`src/rtl/vga_timing_gen.sv`:
```
// Raster timing generator: registered x/y counters with aligned de/hsync/vsync and
// combinational line/frame strobes. Optional macro PIXEL_DIV2_EN advances every 2nd clk.
module vga_timing_gen #(
    parameter int   H_ACTIVE = 640,
    parameter int   H_FP     = 16,
    parameter int   H_SYNC   = 96,
    parameter int   H_BP     = 48,
    parameter int   V_ACTIVE = 480,
    parameter int   V_FP     = 10,
    parameter int   V_SYNC   = 2,
    parameter int   V_BP     = 33,
    parameter logic SYNC_POL = 1'b0
) (
    input  logic       clk,
    input  logic       rst,
    output logic [9:0] x,
    output logic [9:0] y,
    output logic       de,
    output logic       hsync,
    output logic       vsync,
    output logic       pixel_en,
    output logic       line_start,
    output logic       frame_start
);
    localparam int H_TOTAL = H_ACTIVE + H_FP + H_SYNC + H_BP;
    localparam int V_TOTAL = V_ACTIVE + V_FP + V_SYNC + V_BP;

    generate
        if (H_TOTAL > 1024 || V_TOTAL > 1024 || H_TOTAL < 1 || V_TOTAL < 1) begin : g_bad_total
            $error("vga_timing_gen: H_TOTAL/V_TOTAL must be within 1..1024");
        end
    endgenerate

    localparam logic [9:0]  H_LAST = 10'(H_TOTAL - 1);
    localparam logic [9:0]  V_LAST = 10'(V_TOTAL - 1);
    // 11-bit window bounds so a 1024 boundary still compares correctly
    localparam logic [10:0] HA     = 11'(H_ACTIVE);
    localparam logic [10:0] VA     = 11'(V_ACTIVE);
    localparam logic [10:0] HS_BEG = 11'(H_ACTIVE + H_FP);
    localparam logic [10:0] HS_END = 11'(H_ACTIVE + H_FP + H_SYNC);
    localparam logic [10:0] VS_BEG = 11'(V_ACTIVE + V_FP);
    localparam logic [10:0] VS_END = 11'(V_ACTIVE + V_FP + V_SYNC);

    logic       w_pix_en;
    logic [9:0] r_x, r_y;
    logic       r_de, r_hs, r_vs;
    logic [9:0] w_x_nxt, w_y_nxt;
    logic       w_de_nxt, w_hs_nxt, w_vs_nxt;

`ifdef PIXEL_DIV2_EN
    logic r_tog;

    always_ff @(posedge clk or posedge rst) begin
        if (rst) r_tog <= 1'b0;
        else     r_tog <= ~r_tog;
    end

    assign w_pix_en = r_tog;
`else
    assign w_pix_en = 1'b1;
`endif

    // Decode de/sync from next-state counters so they register alongside x/y
    always_comb begin
        w_x_nxt = r_x;
        w_y_nxt = r_y;
        if (w_pix_en) begin
            if (r_x == H_LAST) begin
                w_x_nxt = '0;
                w_y_nxt = (r_y == V_LAST) ? '0 : r_y + 10'd1;
            end else begin
                w_x_nxt = r_x + 10'd1;
            end
        end
        w_de_nxt = ({1'b0, w_x_nxt} < HA) && ({1'b0, w_y_nxt} < VA);
        w_hs_nxt = (({1'b0, w_x_nxt} >= HS_BEG) && ({1'b0, w_x_nxt} < HS_END)) ? SYNC_POL : ~SYNC_POL;
        w_vs_nxt = (({1'b0, w_y_nxt} >= VS_BEG) && ({1'b0, w_y_nxt} < VS_END)) ? SYNC_POL : ~SYNC_POL;
    end

    always_ff @(posedge clk or posedge rst) begin
        if (rst) begin
            r_x  <= H_LAST;
            r_y  <= V_LAST;
            r_de <= 1'b0;
            r_hs <= ~SYNC_POL;
            r_vs <= ~SYNC_POL;
        end else begin
            r_x  <= w_x_nxt;
            r_y  <= w_y_nxt;
            r_de <= w_de_nxt;
            r_hs <= w_hs_nxt;
            r_vs <= w_vs_nxt;
        end
    end

    assign x           = r_x;
    assign y           = r_y;
    assign de          = r_de;
    assign hsync       = r_hs;
    assign vsync       = r_vs;
    assign pixel_en    = w_pix_en;
    assign line_start  = (r_x == 10'd0) && w_pix_en;
    assign frame_start = (r_x == 10'd0) && (r_y == 10'd0) && w_pix_en;
endmodule

```
`config.mk`:
```
export PLATFORM = sky130hd
export DESIGN_NAME = vga_timing_gen
export DESIGN_NICKNAME = d
export VERILOG_FILES = /design/src/rtl/vga_timing_gen.sv
export SDC_FILE = /design/constraint.sdc
export NUM_CORES = 1
export LEC_CHECK = 0
export ABC_CLOCK_PERIOD_IN_PS = 1950
export CAP_MARGIN = 20
export CORE_MARGIN = 2
export CORE_UTILIZATION = 46
export DETAILED_ROUTE_END_ITERATION = 10
export HOLD_SLACK_MARGIN = 0.03
export PLACE_DENSITY = 0.75
export SETUP_SLACK_MARGIN = 0.02
export SLEW_MARGIN = 20
export SYNTH_ARGS = -nofsm -noshare
export SYNTH_HDL_FRONTEND = slang
export SYNTH_SLANG_ARGS = --single-unit
```
`constraint.sdc`:
```
create_clock -name clk -period 1.95 [get_ports clk]
set_input_delay 0.2925 -clock clk [delete_from_list [all_inputs] [get_ports clk]]
set_output_delay 0.2925 -clock clk [all_outputs]
set_load 0.01 [all_outputs]
```
* Word-level counts from Yosys, hierarchy flattened
Index checks and enable logic that the tools add are counted.
W data, S select, Z words.
** Word-level totals
- Input port bits :: 2
- Logic and storage cells :: 26
- Register bits :: 23
- Output and inout port bits :: 26
** Cells by class
- Add/subtract/negate cells :: 2
- Equality and inequality tests :: 2
- Reduce and logical (&&, ||, !) cells :: 6
- Muxes and demuxes :: 5
- Magnitude comparators :: 6
** Operators with widths (count)
- $mux W10 :: 3
- $add A10 B1 Y10 const B :: 2
- $eq A10 B10 Y1 const B :: 2
- $logic_not A10 Y1 :: 2
- $lt A10 B10 Y1 const B :: 2
- $lt A10 B9 Y1 const B :: 2
- $ge A10 B10 Y1 const B :: 1
- $ge A10 B9 Y1 const B :: 1
- $logic_and A1 B1 Y1 :: 4
- $mux W1 :: 2

* Depth between registers and ports, before layout
Gate-level depths: netlist (run 1).
- Depth after elaboration :: 6
- Mapped depth :: 9
- Gate-level depth less buffers :: 7

* Worst setup path after synthesis (run 1)
No wires, ideal clock.
- Path type :: reg-to-reg
- Start point :: register r_x[0], in the netlist x[0]
- End point :: register r_vs, in the netlist vsync
- Clock period less this slack :: 2061 ps
- Data required time :: 1853 ps
- Stages on the path, launching flop included :: 9
- Library setup time :: 97 ps
- Data arrival time :: 1965 ps
- Setup slack :: -111 ps
- Path buffers :: 2
- Cell sequence :: dfstp_2 -> ha_1 -> and4_1 -> buf_2 -> and4_4 -> clkbuf_4 -> o21ai_1 -> mux2_4 -> nand4bb_1
** Between the ends
- Cells in the longest elaborated chain, start to end :: 5
- Elaborated cells on any way between the ends :: 6
- Those cells by class :: 2 x order compare; 1 x eq/ne; 2 x mux; 1 x reduce/logical
** RTL lines
- start, declared :: line 45 : logic [9:0] r_x, r_y;
- start signal, assigned :: line 88 : r_x <= w_x_nxt;
- $eq A10 B10 Y1 (*) :: line 68 : if (r_x == H_LAST) begin
- $mux W10 (*) :: line 68
- net w_y_nxt[9] :: line 47 : logic [9:0] w_x_nxt, w_y_nxt;
- $ge A10 B9 Y1 or $lt A10 B9 Y1 (tied branches) :: line 77 : w_vs_nxt = (({1'b0, w_y_nxt} >= VS_BEG) && ({1'b0, w_y_nxt} < VS_END)) ? SYNC_POL : ~SYNC_POL;
- $logic_and A1 B1 Y1 (*) :: line 77
- $mux W1 (*) :: line 77
- net w_vs_nxt :: line 48 : logic w_de_nxt, w_hs_nxt, w_vs_nxt;
- end signal, assigned :: line 86 : r_vs <= ~SYNC_POL;
- end signal, assigned :: line 92 : r_vs <= w_vs_nxt;
- end, declared :: line 46 : logic r_de, r_hs, r_vs;
Mark *: on every way through the listed nets, which the timed path passes. The rest lies on a longest branch.

* Final worst setup path (run 1)
- Start point :: register r_x[0], in the netlist x[0]
- End point :: register r_hs, in the netlist hsync
** Between the ends
- Cells in the longest elaborated chain, start to end :: 5
- Elaborated cells on any way between the ends :: 7
- Those cells by class :: 1 x add/sub; 2 x order compare; 1 x eq/ne; 2 x mux; 1 x reduce/logical
** RTL lines
- $add A10 B1 Y10 or $eq A10 B10 Y1 (tied branches) :: line 72, 68
- $mux W10 (*) :: line 68
- net w_x_nxt[4] :: line 47
- $ge A10 B10 Y1 or $lt A10 B10 Y1 (tied branches) :: line 76 : w_hs_nxt = (({1'b0, w_x_nxt} >= HS_BEG) && ({1'b0, w_x_nxt} < HS_END)) ? SYNC_POL : ~SYNC_POL;
- $logic_and A1 B1 Y1 (*) :: line 76
- $mux W1 (*) :: line 76
- net w_hs_nxt :: line 48
- end signal, assigned :: line 85 : r_hs <= ~SYNC_POL;
- end signal, assigned :: line 91 : r_hs <= w_hs_nxt;
- end, declared :: line 46
Marked as above.

==> results.yml, run 1 <==
outcome:
  outcome: "complete, but fails checks"
  violations: "setup timing"
worst_setup_path:
  worstPathArrival_ps: 2230
  reg2reg_slack_ps: -50
  max_stage_delay_ps: 570
  path_buf_inv: 3
  cp_slowest_cell: "dfstp_2"
  path_cells: "buf_12 -> ha_4 -> buf_4 -> nand3_2 -> xnor2_1 -> buf_4 -> a31oi_1 -> or4_1"
  crit_type: "register to register"
  cp.required_ps: 2180
  cp_common_cell: "buf_4"
  critPathCaptureType: "register"
  critPathTopFamily: "simple AND/OR/NAND/NOR gates"
  cp-start-kind: "register"
  cp_max_fo: 4
logic_synthesis:
  synth_edf_count: 0
  synth_cells: 153
  ys_seq_elements: 23
  netlist_area_um2: 1450
  ys_async_sr_fraction: 1.00
  syn_nets: 159
  synth_flop_cell: "dfstp_2"
  yosysWarnings: 0
  yosysSeqAreaShare: 0.407
  synth_area_per_cell_um2: 9.48
  synth_cell_types: 52
cts:
  cts_hold_buffers: 0
  cts_buffers: 3
  clk_path_buf_depth: 2
  cts.sinks: 23
  clk_transition_reported_paths_ps: 130
  root_buffer: "clkbuf_4"
  cts_tree: "built"
  htreeDepth: 1
  clk_latency_ps: 300
grt:
  grt.total_usage: 0.220
  antenna_found_initial: 0
  grt_pass1_wl_um: 5980
  grt_pass1_vias: 1268
  grt_max_degree: 24
  overflow: 0
sta:
  slew_viol_final: 0
  clock_skew_ps: 3.72
  final_hold_viol_count: 0
  rsz0062_at_grt: "true"
  setup_slack_ps: -50.7
  min_period_ps: 2000
  setup_viol: 4
  final_min_period_over_clock_period: 1.03
  max_freq_mhz: 500
route:
  drtPass1Iterations: 4
  vias: 1400
  routed_wl_um: 3780
  viasPerCell: 5.58
  drt_iter0_drc: 52
  wl_per_cell_um: 15.1
  drc: 0
  drtAntennaViolNets: 0
finish:
  area_delta_synth_final_pct: 45.1
  final_common_cell: "buf_4"
  multi_input_area_um2: 857
  final-seq-area_um2: 591
  fillCellCount: 220
  diodes: 0
  drive_gt1_frac: 0.372
  fin_nets: 214
  final_cell_mix: "buf_4, clkdlybuf4s50_1, nand2_1, dfstp_2"
floorplan:
  start_util: 0.479
  die_y_um: 60.1
  io_pins: 28
  die_w_um: 60.1
  core_um2: 3030
  row_count: 20
  die_area_um2: 3620
place:
  io_buffers: 26
  gp_congestion: 0.839
  hpwl_um: 2670
  dpl_worst_slack_ps: -160
pwr:
  power_leakage_nw: 0.882
  power.density_nw_per_um2: 338
  ir_drop_mv: 0.394
  power.total_mw: 0.711
run:
  drv_cap: 0
hold_path:
  min_path_type: "primary input to async pin"
[tightest hold or removal path, cell delays in order]
cell,delay (ps)
clkdlybuf4s50_1,400
inv_1,50
buf_4,280
[path summary, 6_finish.rpt]
| check | from | to | cells after the start |
|---|---|---|---|
| min in group clk | x[2]$_DFF_PP1_ | x[2]$_DFF_PP1_ | 1 |
| max reg2reg | x[0]$_DFF_PP1_ | hsync$_DFF_PP1_ | 8 |
| min | rst | y[0]$_DFF_PP0_ | 3 |
| max | x[0]$_DFF_PP1_ | hsync$_DFF_PP1_ | 8 |
| min reg2reg | x[2]$_DFF_PP1_ | x[2]$_DFF_PP1_ | 1 |
| max in group asynchronous | rst | vsync$_DFF_PP1_ | 3 |
[layer usage]
metal / wire length (um) / vias to the layer above / GRT usage
met1: 1660 / 687 / 0.310
met4: 39 / 0 / 0.0571
met2: 1880 / 53 / 0.359
met5: 0 / - / 0
li1: - / 656 / -
met3: 206 / 4 / 0.0260
[layout make-up]
| type | count | area share |
|---|---|---|
| multi-input cells | 109 | 0.407 |
| flip-flops and latches | 23 | 0.281 |
| repair buffers | 60 | 0.254 |
| well taps | 44 | 0.0262 |
| inverters | 11 | 0.0196 |
| clock buffers | 4 | 0.0125 |
[per-stage QoR]
stage	hold slack, ps	TNS [ps]	cell area, um^2	cells	utilization
floorplan	286	-24.6	1490	153	-
global placement	520	-159	1930	240	0.636
detailed placement	539	-260	1930	240	0.636
CTS	326	-114	2030	248	0.671
global route	346	-449	2100	251	0.695
finish	317	-127	2100	251	0.695
[sequential cells by signal, summed over array words and instances, names as in the netlist]
signal  count
y          10
vsync       1
hsync       1
de          1
x          10
[power breakdown]
| part | internal [mW] | total [mW] | leakage, nW | switching [mW] |
|---|---|---|---|---|
| sequential | 0.478 | 0.478 | 0.268 | 0 |
| combinational | 0.00322 | 0.0135 | 0.599 | 0.0102 |
| clock | 0.0797 | 0.219 | 0.0150 | 0.139 |
[synthesized netlist by cell type (2+ instances only)]
library cell | instances | area share
nand2_1 | 14 | 0.036
dfstp_2 | 12 | 0.22
dfrtp_1 | 11 | 0.19
inv_1 | 11 | 0.028
nand3_1 | 7 | 0.024
o21ai_0 | 7 | 0.024
xnor2_1 | 7 | 0.042
nor2_1 | 6 | 0.016
nor3_1 | 6 | 0.021
and3_1 | 4 | 0.017
buf_2 | 4 | 0.014
ha_1 | 4 | 0.035
nand4_1 | 4 | 0.017
xor2_1 | 4 | 0.024
a21oi_1 | 3 | 0.010
a31oi_1 | 3 | 0.013
buf_4 | 3 | 0.016
o31ai_1 | 3 | 0.016
and3_2 | 2 | 0.010
and4_1 | 2 | 0.012
clkbuf_1 | 2 | 0.0052
mux2i_1 | 2 | 0.014
nor4_1 | 2 | 0.0086
o2bb2ai_1 | 2 | 0.012
[repair_timing]
| item | CTS | global route |
|---|---|---|
| endpoints found under the setup margin | 8 | 12 |
| pin swaps | 9 | 9 |
| gates resized for setup | 16 | 14 |
| cloned | 1 | 0 |
| buffers inserted | 3 | 3 |
[logic make-up (layout without fill, tap and decap cells)]
kind of cell / Yosys count / in the layout / synth area share
AO/OA/AOI/OAI: 27 / 27 / 0.128
XOR/XNOR: 11 / 11 / 0.0664
adder cells (fa/ha/maj): 4 / 4 / 0.0345
buffers and inverters: 22 / 75 / 0.0777
flip-flops: 23 / 23 / 0.407
multiplexers: 4 / 4 / 0.0319
other: 1 / 1 / 0.00259
AND/OR/NAND/NOR: 61 / 62 / 0.252
Power figures use the tool's default switching activity.
==> inputs of run 2 (changes only) <==
--- a/config.mk
+++ b/config.mk
@@ -13,7 +13,6 @@
 export HOLD_SLACK_MARGIN = 0.03
 export PLACE_DENSITY = 0.75
 export SETUP_SLACK_MARGIN = 0.02
-export SLEW_MARGIN = 20
 export SYNTH_ARGS = -nofsm -noshare
 export SYNTH_HDL_FRONTEND = slang
 export SYNTH_SLANG_ARGS = --single-unit
==> results of run 2 <==
No change in the layout: final DEF, timing and power equal those of run 1.
